File: src/rtl/jedro_1_sig_dumper_pkg.sv
// Shared definitions for the RISCOF signature dumper: cell addresses, halt magic and FSM states.
package jedro_1_riscof_pkg;

  localparam logic [31:0] HALT_MAGIC = 32'h1;

  typedef enum logic [2:0] {
    RUN,
    HALT,
    RD_REQ,
    RD_WAIT,
    OUT,
    DONE
  } sig_state_e;

  // The three control cells sit in the top words of data memory.
  function automatic longint unsigned start_cell_addr(input longint unsigned mem_words);
    return (mem_words - 1) * 4;
  endfunction

  function automatic longint unsigned end_cell_addr(input longint unsigned mem_words);
    return (mem_words - 2) * 4;
  endfunction

  function automatic longint unsigned halt_cell_addr(input longint unsigned mem_words);
    return (mem_words - 3) * 4;
  endfunction

endpackage

File: src/rtl/jedro_1_sig_dumper.sv
// Snoops core stores for signature bounds and halt, enforces a run timeout, then
// streams the signature region out of data memory over a valid/ready port.
module jedro_1_sig_dumper
  import jedro_1_riscof_pkg::*;
#(
  parameter int unsigned DATA_WIDTH     = 32,
  parameter int unsigned ADDR_WIDTH     = 32,
  parameter int unsigned MEM_SIZE_WORDS = 1 << 19,
  parameter int unsigned TIMEOUT        = 1000000
) (
  input  logic                  clk_i,
  input  logic                  rstn_i,
  input  logic                  snp_req_i,
  input  logic [3:0]            snp_we_i,
  input  logic [ADDR_WIDTH-1:0] snp_addr_i,
  input  logic [DATA_WIDTH-1:0] snp_wdata_i,
  output logic                  rd_req_o,
  output logic [ADDR_WIDTH-1:0] rd_addr_o,
  input  logic                  rd_rvalid_i,
  input  logic [DATA_WIDTH-1:0] rd_rdata_i,
  input  logic                  rd_err_i,
  output logic                  sig_valid_o,
  output logic [DATA_WIDTH-1:0] sig_data_o,
  input  logic                  sig_ready_i,
  output logic                  halted_o,
  output logic                  done_o,
  output logic                  timeout_o,
  output logic                  err_o,
  output logic [ADDR_WIDTH-1:0] word_cnt_o
);

  localparam int unsigned CNT_W = $clog2(TIMEOUT + 1);
  localparam logic [CNT_W-1:0] CNT_LAST = CNT_W'(TIMEOUT - 1);
  localparam logic [ADDR_WIDTH-1:0] START_ADDR = ADDR_WIDTH'(start_cell_addr(64'(MEM_SIZE_WORDS)));
  localparam logic [ADDR_WIDTH-1:0] END_ADDR   = ADDR_WIDTH'(end_cell_addr(64'(MEM_SIZE_WORDS)));
  localparam logic [ADDR_WIDTH-1:0] HALT_ADDR  = ADDR_WIDTH'(halt_cell_addr(64'(MEM_SIZE_WORDS)));
  localparam logic [ADDR_WIDTH-1:0] ALIGN_MASK = ~ADDR_WIDTH'(3);

  sig_state_e            state_q, state_d;
  logic [CNT_W-1:0]      cyc_cnt_q, cyc_cnt_d;
  logic [ADDR_WIDTH-1:0] sig_start_q, sig_start_d;
  logic [ADDR_WIDTH-1:0] sig_end_q, sig_end_d;
  logic [ADDR_WIDTH-1:0] rd_ptr_q, rd_ptr_d;
  logic [ADDR_WIDTH-1:0] word_cnt_q, word_cnt_d;
  logic [DATA_WIDTH-1:0] sig_data_q, sig_data_d;
  logic                  halted_q, halted_d;
  logic                  done_q, done_d;
  logic                  timeout_q, timeout_d;
  logic                  err_q, err_d;

  logic                  snp_full;
  logic [ADDR_WIDTH-1:0] wdata_aligned;
  logic [ADDR_WIDTH:0]   ptr_inc;

  assign snp_full      = snp_req_i && (snp_we_i == 4'b1111);
  assign wdata_aligned = ADDR_WIDTH'(snp_wdata_i) & ALIGN_MASK;
  // Extra carry bit lets a wrap past the top of the address space end the dump.
  assign ptr_inc       = {1'b0, rd_ptr_q} + {{(ADDR_WIDTH-2){1'b0}}, 3'd4};

  always_comb begin
    state_d     = state_q;
    cyc_cnt_d   = cyc_cnt_q;
    sig_start_d = sig_start_q;
    sig_end_d   = sig_end_q;
    rd_ptr_d    = rd_ptr_q;
    word_cnt_d  = word_cnt_q;
    sig_data_d  = sig_data_q;
    halted_d    = halted_q;
    done_d      = done_q;
    timeout_d   = timeout_q;
    err_d       = err_q;
    unique case (state_q)
      RUN: begin
        cyc_cnt_d = cyc_cnt_q + 1'b1;
        if (snp_full && snp_addr_i == START_ADDR) sig_start_d = wdata_aligned;
        if (snp_full && snp_addr_i == END_ADDR)   sig_end_d   = wdata_aligned;
        if (snp_full && snp_addr_i == HALT_ADDR && snp_wdata_i == DATA_WIDTH'(HALT_MAGIC)) begin
          state_d  = HALT;
          halted_d = 1'b1;
        end else if (cyc_cnt_q == CNT_LAST) begin
          state_d   = DONE;
          done_d    = 1'b1;
          timeout_d = 1'b1;
        end
      end
      HALT: begin
        rd_ptr_d = sig_start_q;
        if (sig_start_q >= sig_end_q) begin
          state_d = DONE;
          done_d  = 1'b1;
        end else begin
          state_d = RD_REQ;
        end
      end
      RD_REQ: begin
        if (rd_err_i) begin
          state_d = DONE;
          done_d  = 1'b1;
          err_d   = 1'b1;
        end else begin
          state_d = RD_WAIT;
        end
      end
      RD_WAIT: begin
        if (rd_err_i) begin
          state_d = DONE;
          done_d  = 1'b1;
          err_d   = 1'b1;
        end else if (rd_rvalid_i) begin
          sig_data_d = rd_rdata_i;
          state_d    = OUT;
        end
      end
      OUT: begin
        if (sig_ready_i) begin
          word_cnt_d = word_cnt_q + 1'b1;
          rd_ptr_d   = ptr_inc[ADDR_WIDTH-1:0];
          if (ptr_inc[ADDR_WIDTH] || ptr_inc[ADDR_WIDTH-1:0] >= sig_end_q) begin
            state_d = DONE;
            done_d  = 1'b1;
          end else begin
            state_d = RD_REQ;
          end
        end
      end
      DONE: begin
        state_d = DONE;
      end
      default: begin
        state_d = RUN;
      end
    endcase
  end

  always_ff @(posedge clk_i or negedge rstn_i) begin
    if (!rstn_i) begin
      state_q     <= RUN;
      cyc_cnt_q   <= '0;
      sig_start_q <= '0;
      sig_end_q   <= '0;
      rd_ptr_q    <= '0;
      word_cnt_q  <= '0;
      sig_data_q  <= '0;
      halted_q    <= 1'b0;
      done_q      <= 1'b0;
      timeout_q   <= 1'b0;
      err_q       <= 1'b0;
    end else begin
      state_q     <= state_d;
      cyc_cnt_q   <= cyc_cnt_d;
      sig_start_q <= sig_start_d;
      sig_end_q   <= sig_end_d;
      rd_ptr_q    <= rd_ptr_d;
      word_cnt_q  <= word_cnt_d;
      sig_data_q  <= sig_data_d;
      halted_q    <= halted_d;
      done_q      <= done_d;
      timeout_q   <= timeout_d;
      err_q       <= err_d;
    end
  end

  assign rd_req_o    = (state_q == RD_REQ);
  assign rd_addr_o   = rd_req_o ? rd_ptr_q : '0;
  assign sig_valid_o = (state_q == OUT);
  assign sig_data_o  = sig_data_q;
  assign halted_o    = halted_q;
  assign done_o      = done_q;
  assign timeout_o   = timeout_q;
  assign err_o       = err_q;
  assign word_cnt_o  = word_cnt_q;

endmodule
File: config.mk
export PLATFORM = sky130hd
export DESIGN_NAME = jedro_1_sig_dumper
export DESIGN_NICKNAME = d
export VERILOG_FILES = /design/src/rtl/jedro_1_sig_dumper_pkg.sv /design/src/rtl/jedro_1_sig_dumper.sv
export SDC_FILE = /design/constraint.sdc
export NUM_CORES = 1
export LEC_CHECK = 0
export CORE_AREA = 3 3 163 165
export CTS_CLUSTER_SIZE = 20
export DETAILED_ROUTE_END_ITERATION = 10
export DIE_AREA = 0 0 166 168
export PLACE_DENSITY = 0.69
export SYNTH_ARGS = -nofsm -noshare
export SYNTH_HDL_FRONTEND = slang
export SYNTH_SLANG_ARGS = --single-unit
File: constraint.sdc
create_clock -name clk_i -period 9.1 [get_ports clk_i]
set_input_delay 2.73 -clock clk_i [delete_from_list [all_inputs] [get_ports clk_i]]
set_output_delay 2.73 -clock clk_i [all_outputs]
set_load 0.01 [all_outputs]
==> out/results.tsv <==
metric	value	unit
I/O pin cnt	208	
Starting Density	0.397	
row count	58	
Post-CTS Hold Fix Bufs	0	
Max Slew Vio Count	0	
Seq/Total Area, Yosys	0.454	
drt first pass iters	5	
Crit Path Class	reg2out	
peak supply drop	0.000116	V
n_diodes	0	
final core area utilization	0.514	
Die ar.	0.0279	mm^2
Post-synth EDFFs	0	
footprint of the multi-input gates	0.00515	mm^2
startpoint types	flop	
H-Tree Depth	4	
Worst setup EP type	primary output	
main flop type after synthesis	dfrtp_1	
worst slack at placement	3660	ps
vias in the first global route	7859	
Final nets	1319	
Synth warnings	0	
grt total ovfl	0	
Async S/R FF share, synth	1.00	
Post CTS Setup Buffer Count	0	
Area Overhead vs Synth	29.6	%
Tcrit/Tclk final	0.653	
post-layout min period	5950	ps
share of cells above drive strength 1	0.127	
Finish-stage setup viols	0	
RSZ-0062 raised after global routing	no	
CTS clock-pin slew for the worst setup and hold paths	80	ps
Critical Path AT	3220	ps
Pwr Density	185	mW/mm^2
max-cap violations	0	
Clk Latency, worst-skew pair	450	ps
fmax	0.168	GHz
Cell Area, Synth	0.00999	mm^2
port bufs	205	
Worst-Margin Slew	1170	ps
Avg Inst Size Synth	10.5	um^2
Final Hold Fails	0	
wire per inst	18.0	um
CTS sink cnt	181	
CTS-repair resized insts	0	
setup TNS	0	ps
Vias/cell	5.27	
CTS tree	built	
Final HPWL DP	20100	um
CTS max path bufs	2	
Worst Skew	15.1	ps
CTS Buf Count	17	
largest net degree at the start of global routing	108	
filler cell count	2240	
Die Ht	168	um
hold crit path type	reg2reg	
antenna violations before repair	0	
Routability Congestion	0.891	
Lkg Pwr	5.78	nW
final worst slack	3150	ps
Iteration-0 DRC Markers	581	
core area	0.0252	mm^2
Remaining DRCs	0	
FF/Latch Area	0.00453	mm^2
Root Driver	clkbuf_16	
Syn Inst Count	955	
post-synthesis cell type count	72	
Rel. slew slack	0.219	
Final ANT Viol Nets	0	
Global Route Usage Sum	0.192	
final wirelength	26900	um
Die X	166	um
status	finished, final reports clean	
crit path max fanout	45	
first-pass GRT wire length	43000	um
#FFs+latches synth	181	
Required @ worst endpoint	6370	ps
routed vias	7870	
==> per-stage QoR <==
stage | total power [mW] | hold slack, ps | instance area [um^2] | instances
3_5_place_dp | 1.67 | 459 | 12400 | 1461
4_1_cts | 2.42 | 479 | 12900 | 1493
5_1_grt | 2.54 | 505 | 12900 | 1493
2_1_floorplan | 1.39 | 445 | 9990 | 956
3_3_place_gp | 1.65 | 457 | 12400 | 1461
6_report | 2.40 | 471 | 12900 | 1493
==> critical path: stages, from the launching register on <==
cell,delay [ps]
dfrtp_1,500
inv_1,200
nand3_2,470
inv_2,880
clkdlybuf4s50_1,720
==> registers in the layout (all words and copies together), names as in the netlist <==
| name | cells |
|---|---|
| sig_data_o | 32 |
| sig_end_q | 30 |
| word_cnt_o | 32 |
| rd_ptr_q | 30 |
| cyc_cnt_q | 20 |
| err_o | 1 |
| done_o | 1 |
| timeout_o | 1 |
| state_q | 3 |
| halted_o | 1 |
| sig_start_q | 30 |
==> power by group <==
group	total, mW	switching [mW]	internal [mW]
Sequential	1.01	0.113	0.892
Clock	0.739	0.368	0.370
Combinational	0.654	0.341	0.313
==> per-layer routing <==
metal | global-route usage | part of all wire | up-vias
met1 | 0.259 | 0.45 | 3842
li1 | - | - | 3781
met4 | 0.0532 | 0.023 | 0
met2 | 0.316 | 0.48 | 210
met5 | 0 | 0 | -
met3 | 0.0406 | 0.046 | 37
==> cell usage in the layout (no fill, tap or decap), types with 8 or more instances in the layout <==
cell type / n
clkdlybuf4s50_1: 204
dfrtp_1: 181
mux2_2: 86
nand2_1: 83
ha_1: 63
nor2_1: 52
xnor2_1: 49
inv_1: 42
a21oi_1: 41
nand3_1: 40
and2_1: 32
nand4_1: 31
xor2_1: 29
o21ai_0: 29
clkbuf_16: 17
nor3_1: 16
and3_1: 14
nor4_1: 11
mux2i_1: 9
o22ai_1: 8
==> synthesized netlist by cell type (7+ instances only) <==
cell | number | share of area
dfrtp_1 | 181 | 0.45
mux2_2 | 86 | 0.097
nand2_1 | 83 | 0.031
ha_1 | 63 | 0.079
nor2_1 | 52 | 0.020
xnor2_1 | 49 | 0.043
a21oi_1 | 42 | 0.021
inv_1 | 42 | 0.016
nand3_1 | 40 | 0.020
and2_1 | 32 | 0.020
nand4_1 | 31 | 0.019
o21ai_0 | 29 | 0.015
xor2_1 | 29 | 0.025
clkbuf_1 | 18 | 0.0068
nor3_1 | 16 | 0.0080
and3_1 | 14 | 0.0088
nor4_1 | 11 | 0.0069
buf_2 | 9 | 0.0045
mux2i_1 | 9 | 0.0090
o22ai_1 | 8 | 0.0050
a21o_1 | 7 | 0.0053
mux2_1 | 7 | 0.0079
==> worst paths after layout <==
| check | startpoint | endpoint | slack [ps] | depth (start not counted) |
|---|---|---|---|---|
| setup / recovery | state_q[1] | sig_valid_o | 3150 | 4 |
| hold / removal | word_cnt_o[31] | word_cnt_o[31] | 470 | 1 |
| setup reg to reg | rd_ptr_q[4] | state_q[1] | 4990 | 14 |
| hold reg to reg | word_cnt_o[31] | word_cnt_o[31] | 470 | 1 |
| max in group asynchronous | rstn_i | word_cnt_o[4] | 5280 | 2 |
| min in group asynchronous | rstn_i | sig_end_q[15] | 2340 | 1 |
==> cells by family (layout without fill, tap and decap cells) <==
kind of cell / after synthesis / in the layout / synth area share
xor gates and xnor gates: 78 / 78 / 0.0684
muxes: 102 / 102 / 0.114
DFF: 181 / 181 / 0.454
buffers and inverters: 79 / 286 / 0.0316
other: 1 / 2 / 0.000375
AOI/OAI and AO/OA: 125 / 125 / 0.0773
and+or+nand+nor: 326 / 326 / 0.176
adders and majority gates: 63 / 63 / 0.0789
==> final cells by class <==
class	instances	area share
Timing Repair Buffer	210	0.162
Tap cell	330	0.0319
Clock buffer	18	0.0332
Sequential cell	181	0.350
Multi-Input combinational cell	696	0.398
Inverter	44	0.0128
Clock inverter	14	0.0125
Note: power is estimated with default switching activity, not from simulation.
